==> src/rtl/id_ex_stage.sv <==
// ID/EX pipeline register: captures decoded control, immediate and operands,
// detects load-use hazards against the load in EX and counts inserted bubbles.
module id_ex_stage #(
  parameter int DATA_W = 32,
  parameter int CNT_W  = 16
) (
  input  logic              clk,
  input  logic              rst_n,
  input  logic              en,
  input  logic              flush,
  input  logic              id_valid,
  input  logic [31:0]       id_inst,
  input  logic              id_we_st,
  input  logic              id_we_r,
  input  logic              id_ma,
  input  logic [4:0]        id_dest,
  input  logic [3:0]        id_alu,
  input  logic [15:0]       id_imm,
  input  logic              id_cin,
  input  logic [DATA_W-1:0] id_a,
  input  logic [DATA_W-1:0] id_b,
  output logic              ex_valid,
  output logic              ex_we_st,
  output logic              ex_we_r,
  output logic              ex_ma,
  output logic [4:0]        ex_dest,
  output logic [3:0]        ex_alu,
  output logic [15:0]       ex_imm,
  output logic              ex_cin,
  output logic [DATA_W-1:0] ex_a,
  output logic [DATA_W-1:0] ex_b,
  output logic [4:0]        ex_rs,
  output logic [4:0]        ex_rt,
  output logic              stall_id,
  output logic [CNT_W-1:0]  bubble_cnt
);

  localparam logic [5:0]       OP_RTYPE = 6'b000000;
  localparam logic [5:0]       OP_SW    = 6'b101011;
  localparam logic [CNT_W-1:0] CNT_MAX  = {CNT_W{1'b1}};
  localparam logic [CNT_W-1:0] CNT_ONE  = {{(CNT_W-1){1'b0}}, 1'b1};

  logic [5:0]        opcode_s;
  logic [4:0]        rs_s;
  logic [4:0]        rt_s;
  logic              uses_rt_s;
  logic              hazard_s;
  logic              unused_inst_s;

  logic              ex_valid_r;
  logic              ex_we_st_r;
  logic              ex_we_r_r;
  logic              ex_ma_r;
  logic [4:0]        ex_dest_r;
  logic [3:0]        ex_alu_r;
  logic [15:0]       ex_imm_r;
  logic              ex_cin_r;
  logic [DATA_W-1:0] ex_a_r;
  logic [DATA_W-1:0] ex_b_r;
  logic [4:0]        ex_rs_r;
  logic [4:0]        ex_rt_r;
  logic [CNT_W-1:0]  bubble_cnt_r;

  assign unused_inst_s = ^id_inst[15:0];

  // Decode source-register usage and evaluate the load-use hazard
  always_comb begin
    opcode_s  = id_inst[31:26];
    rs_s      = id_inst[25:21];
    rt_s      = id_inst[20:16];
    uses_rt_s = 1'b0;
    case (opcode_s)
      OP_RTYPE: uses_rt_s = 1'b1;
      OP_SW:    uses_rt_s = 1'b1;
      default:  uses_rt_s = 1'b0;
    endcase
    // Register 0 is never a real destination, so it never stalls
    hazard_s = id_valid & ex_valid_r & ex_ma_r & (ex_dest_r != 5'd0) &
               ((ex_dest_r == rs_s) | (uses_rt_s & (ex_dest_r == rt_s)));
  end

  assign stall_id = hazard_s & ~flush;

  // EX registers: reset, then flush (ignores en), then hold, then bubble, then load
  always_ff @(posedge clk) begin
    if (!rst_n) begin
      ex_valid_r   <= 1'b0;
      ex_we_st_r   <= 1'b0;
      ex_we_r_r    <= 1'b0;
      ex_ma_r      <= 1'b0;
      ex_dest_r    <= 5'd0;
      ex_alu_r     <= 4'd0;
      ex_imm_r     <= 16'd0;
      ex_cin_r     <= 1'b0;
      ex_a_r       <= {DATA_W{1'b0}};
      ex_b_r       <= {DATA_W{1'b0}};
      ex_rs_r      <= 5'd0;
      ex_rt_r      <= 5'd0;
      bubble_cnt_r <= {CNT_W{1'b0}};
    end else if (flush) begin
      ex_valid_r   <= 1'b0;
      ex_we_st_r   <= 1'b0;
      ex_we_r_r    <= 1'b0;
      ex_ma_r      <= 1'b0;
      ex_dest_r    <= 5'd0;
      ex_alu_r     <= 4'd0;
      ex_imm_r     <= 16'd0;
      ex_cin_r     <= 1'b0;
      ex_a_r       <= {DATA_W{1'b0}};
      ex_b_r       <= {DATA_W{1'b0}};
      ex_rs_r      <= 5'd0;
      ex_rt_r      <= 5'd0;
    end else if (en) begin
      if (hazard_s) begin
        ex_valid_r <= 1'b0;
        ex_we_st_r <= 1'b0;
        ex_we_r_r  <= 1'b0;
        ex_ma_r    <= 1'b0;
        if (bubble_cnt_r != CNT_MAX) begin
          bubble_cnt_r <= bubble_cnt_r + CNT_ONE;
        end
      end else begin
        ex_valid_r <= id_valid;
        ex_we_st_r <= id_we_st & id_valid;
        ex_we_r_r  <= id_we_r & id_valid;
        ex_ma_r    <= id_ma & id_valid;
        ex_dest_r  <= id_dest;
        ex_alu_r   <= id_alu;
        ex_imm_r   <= id_imm;
        ex_cin_r   <= id_cin;
        ex_a_r     <= id_a;
        ex_b_r     <= id_b;
        ex_rs_r    <= rs_s;
        ex_rt_r    <= rt_s;
      end
    end
  end

  assign ex_valid   = ex_valid_r;
  assign ex_we_st   = ex_we_st_r;
  assign ex_we_r    = ex_we_r_r;
  assign ex_ma      = ex_ma_r;
  assign ex_dest    = ex_dest_r;
  assign ex_alu     = ex_alu_r;
  assign ex_imm     = ex_imm_r;
  assign ex_cin     = ex_cin_r;
  assign ex_a       = ex_a_r;
  assign ex_b       = ex_b_r;
  assign ex_rs      = ex_rs_r;
  assign ex_rt      = ex_rt_r;
  assign bubble_cnt = bubble_cnt_r;

endmodule

==> config.mk <==
export PLATFORM = sky130hd
export DESIGN_NAME = id_ex_stage
export DESIGN_NICKNAME = d
export VERILOG_FILES = /design/src/rtl/id_ex_stage.sv
export SDC_FILE = /design/constraint.sdc
export NUM_CORES = 1
export LEC_CHECK = 0
export CELL_PAD_IN_SITES_DETAIL_PLACEMENT = 1
export CELL_PAD_IN_SITES_GLOBAL_PLACEMENT = 2
export CORE_ASPECT_RATIO = 0.75
export CORE_MARGIN = 2
export CORE_UTILIZATION = 26
export DETAILED_ROUTE_END_ITERATION = 16
export DONT_BUFFER_PORTS = 1
export GPL_TIMING_DRIVEN = 0
export PLACE_DENSITY_LB_ADDON = 0.1
export SYNTH_ARGS = -nofsm -noshare
export SYNTH_HDL_FRONTEND = slang
export SYNTH_SLANG_ARGS = --single-unit
==> constraint.sdc <==
create_clock -name clk -period 4.9 [get_ports clk]
set_clock_uncertainty 0.2 [all_clocks]
set_input_delay 1.47 -clock clk [delete_from_list [all_inputs] [get_ports clk]]
set_output_delay 1.47 -clock clk [all_outputs]
set_load 0.1 [all_outputs]
### Word-level counts from Yosys, hierarchy flattened

Cells that the tools add are included.

* flip-flop bits (word level): 120
* bits of input ports: 130
* output and inout port bits: 121
* logic and storage cells: 42

* add/sub/neg operators: 1
* equal/unequal tests: 4
* mux-type cells: 5
* bitwise operators: 13
* reduce and logical (&&, ||, !) cells: 6

Operators by type and width (count)
* $add 16x1->16 const B: 1
* $ne 16x16->1 const B: 1
* $eq 5x5->1: 2
* $and 1x1->1: 9
* $eq 6x6->1 const B: 1
* $logic_not 6->1: 1
* $mux 1: 5
* $reduce_bool 5->1: 1
* $reduce_and 4->1: 1
* $reduce_or 2->1: 2
* $not 1->1: 3
* $reduce_and 2->1: 1
* $or 1x1->1: 1

### Logic depth before layout (Yosys ltp)

* word-level depth: 8
* gate-level depth with buffers: 10
* gate-level depth less buffers: 7

### Least setup slack after synthesis

No wires, ideal clock.

* kind: input to output
* from: in id_inst[26]
* to: out stall_id
* arrival time: 2.979 ns
* required time: 3.230 ns
* slack: 0.251 ns
* cell stages on the path: 4
* cell sequence: nor4_1 > o211ai_1 > o22ai_2 > and3_1

* cells in the longest elaborated chain, start to end: 7
* elaborated cells on any way between the ends: 8

RTL lines
* start: declaration: RTL line 12 `input logic [31:0] id_inst,`
* $eq 6x6->1 / $logic_not 6->1 (equally long branches): RTL line 72 `case (opcode_s)`
* $reduce_or 2->1 (no line) (*)
* $mux 1 (*): RTL line 72
* $and 1x1->1 (*): RTL line 79 `((ex_dest_r == rs_s) | (uses_rt_s & (ex_dest_r == rt_s)));`
* $or 1x1->1 (*): RTL line 79
* $and 1x1->1 (*): RTL line 78 `hazard_s = id_valid & ex_valid_r & ex_ma_r & (ex_dest_r != 5'd0) &`
* $and 1x1->1 (*): RTL line 82 `assign stall_id = hazard_s & ~flush;`
* end: declaration: RTL line 34 `output logic stall_id,`

Mark *: on every way between the ends. The rest lies on a longest branch, timed or not.

### Final worst setup path

Same ends and word-level chain as after synthesis.

==> impl_metrics.toml <==
[synthesis]
synth.cell_area_um2 = 4536
synth_sequential_area_ratio_pct = 52.97
ys_seq_elements = 120
syn_inst = 565
synth.yosys.warnings = 0
syn_nets = 696
synth.distinct_cells = 33
postSynth.topFlopCell = "sky130_fd_sc_hd__dfxtp_1"
synth_cell_count_leaders = "207 x sky130_fd_sc_hd__nand2_1, 120 x sky130_fd_sc_hd__dfxtp_1, 117 x sky130_fd_sc_hd__a21oi_1"
synth_top_area_cell = "sky130_fd_sc_hd__dfxtp_1"
synth_area_leaders = "sky130_fd_sc_hd__dfxtp_1 53%, sky130_fd_sc_hd__nand2_1 17%, sky130_fd_sc_hd__a21oi_1 13%"
synth.most_common_cell = "sky130_fd_sc_hd__nand2_1"
synth-async-reset-ratio_pct = 0
syn_area_per_cell_um2 = 8.028
synth_enable_flop_cells = 0
post-synth-top-area-fraction_pct = 52.97

[finish]
layout.filler_cells = 2025
seq_area_um2 = 2405
layout-drive-gt1-share_pct = 8.710
utilization_pct = 31.93
area_growth_syn_to_layout_pct = 19.17
antenna-diode-count = 0
design_area_um2 = 5405
final_nets = 715
multi_input_area_um2 = 1934

[hold_path]
min_delay_path_depth = 2
min_path_type = "flip-flop to flip-flop"
holdCritStartpoint = "ex_dest[4]"
worst_hold_path.endpoint = "ex_dest[4]"

[sta]
final.min_clock_period_ns = 4.527
report.final.hold_viol_count = 0
grt_setup_unrepaired = "false"
max_clock_freq_mhz = 220.9
maxSlewHeadroom_pct = 21.12
setup-violations-final = 0
tightest_slew_ns = 1.182
fin_crit_sh_pct = 92.39
timing_max_transition_violations_final = 0
final_ws_setup_ns = 0.3727
finalSetupTns_ns = 0

[setup_path]
worst_setup_path_end_kind = "output pin"
worst-endpoint-required_ns = 3.23
r2r.worst_path.cells = 10
cp.arrival_ns = 2.86
worst_path_largest_cell_delay_ns = 0.61
critPathBufInv = 0
critical_path_class = "input pin to output pin"
crit_path_cell_chain = "nor4_1 > o211ai_1 > o22ai_2 > and3_2"
crit_fanout = 6
r2r_end = "bubble_cnt[1]"
cpLargestDelayFamily = "simple AND/OR/NAND/NOR gates"
timing.rr.start = "bubble_cnt[1]"
timing.reg2reg.setup_slack_ns = 1.37
worstSetupStartpointType = "input pin"
cpMaxStageDelayCell = "sky130_fd_sc_hd__and3_2"
crit_path_start = "id_inst[26]"

[clock_tree]
cts-buffers-inserted = 17
cts_htree_levels = 4
cts_tree = "built"
insertion_delay_ns = 0.42
cts.repair_timing.setup_buffer_count = 0
clk_path_buf_depth = 2
clock_pin_transition_on_the_worst_setup_and_hold_timing_paths_ns = 0.05
hold_buffers = 0
cts_sinks = 120
cts_root_buffer = "sky130_fd_sc_hd__clkbuf_16"

[floorplanning]
die_width_um = 156.5
starting_utilization_of_the_core_area_pct = 26.79
core_um2 = 16930
die_height_um = 118.4
die_area_um2 = 18530
io-pin-count = 251
std_cell_rows = 41

[place]
dpl_worst_slack_ns = 0.04862
io_buffers = 0
placed_cell_area_um2 = 4805
dp_hpwl_mm = 11.55
place_congestion = 0.7551

[grt]
globalRouteOverflowTotal = 0
grt_util_all_layers_pct = 16.79
antenna_found_initial = 0
grt_start_max_net_pins = 17
first_global_vias = 4093
grt_pass1_wl_mm = 23.47

[power_and_ir_drop]
power.static_leakage_nw = 1.895
power.ir.vdd_worst_v = 0.0001708
p_per_area_nw_per_um2 = 482.1
total_power_mw = 2.606

[routing]
firstDrtPassIters = 6
post-route-drc-count = 0
route.detailed.vias_per_inst = 4.874
via_count = 3958
final_routed_wire_length_divided_by_cell_count_um = 18.95
drtIter0Drc = 146
drt.antenna.violating_nets = 0
detail_route.wirelength_mm = 15.39

[outcome]
outcome = "complete, no violations"

[run]
count_of_maximum_capacitance_violations = 0
[how the worst max path moves through the flow]
stage,to,depth (start not counted)
finish,stall_id,4
global route,stall_id,4
CTS,stall_id,4
detailed placement,stall_id,4
global placement,stall_id,4
floorplan,stall_id,4
[flip-flops by register name, summed over array words and instances (netlist names)]
name	count
bubble_cnt	16
ex_a	32
ex_alu	4
ex_b	32
ex_cin	1
ex_dest	5
ex_imm	16
ex_ma	1
ex_rs	5
ex_rt	5
ex_valid	1
ex_we_r	1
ex_we_st	1
[routing by layer]
| layer | routed length [µm] | track usage [%] | vias up |
|---|---|---|---|
| li1 | - | - | 1923 |
| met1 | 6466 | 19.73 | 1860 |
| met2 | 6805 | 25.25 | 152 |
| met3 | 1785 | 9.204 | 23 |
| met4 | 333 | 6.995 | 0 |
| met5 | 0 | 0 | - |
[logic make-up after synthesis]
logic type | share of synthesized area [%]
flops | 52.97
buf+inv | 4.414
mux | 0.2207
xor+xnor | 2.510
simple gates | 23.59
fa+ha+maj | 0.2758
compound gates | 16.03
[layout make-up]
| class | count | area share (%) |
|---|---|---|
| clock inverter | 12 | 2.778 |
| multi-input combinational | 403 | 35.79 |
| inverter | 5 | 0.3472 |
| buffer | 37 | 3.356 |
| sequential | 120 | 44.49 |
| tap | 215 | 4.977 |
| clock buffer | 20 | 8.264 |
[layout by cell type (no fill, tap or decap), types with 4 or more instances in the layout]
cell type,count
sky130_fd_sc_hd__a21oi_1,117
sky130_fd_sc_hd__buf_1,6
sky130_fd_sc_hd__buf_2,12
sky130_fd_sc_hd__clkbuf_1,19
sky130_fd_sc_hd__clkbuf_16,17
sky130_fd_sc_hd__clkinv_2,4
sky130_fd_sc_hd__dfxtp_1,118
sky130_fd_sc_hd__inv_1,5
sky130_fd_sc_hd__nand2_1,207
sky130_fd_sc_hd__nand3_1,9
sky130_fd_sc_hd__nand4_1,5
sky130_fd_sc_hd__nor2_1,8
sky130_fd_sc_hd__o31ai_1,9
sky130_fd_sc_hd__or3_1,4
sky130_fd_sc_hd__or4_1,9
sky130_fd_sc_hd__xnor2_1,10
[stage by stage]
stage | hold slack (ns) | cells
2_1_floorplan | 0.6841 | 565
4_1_cts | 0.5482 | 812
6_report | 0.5461 | 812
5_1_grt | 0.5900 | 812
3_5_place_dp | 0.7058 | 780
3_3_place_gp | 0.6984 | 780
[what timing repair did]
| item | 4_1_cts | 5_1_grt |
|---|---|---|
| endpoints found under the setup margin | 1 | 1 |
| cloned | 0 | 0 |
| resized for setup | 1 | 2 |
| endpoints found under the hold margin | 0 | 0 |
[report_power, final]
part / switching (mW) / internal [mW] / total, mW
logic: 0.0740 / 0.0352 / 0.109
clock network: 0.470 / 0.811 / 1.28
registers: 0.213 / 1.00 / 1.22
total: 0.757 / 1.85 / 2.61
[worst register-to-register path, delay by kind of cell, from the launching register on]
family                   cells  cell delay, ns
flip-flops                   1            1.03
AND/OR/NAND/NOR              4            0.76
buffers and inverters        3            0.46
AO/OA/AOI/OAI                1            0.39
adder cells (fa/ha/maj)      1            0.37
multiplexers                 1            0.19
(Power assumes the default switching activity.)
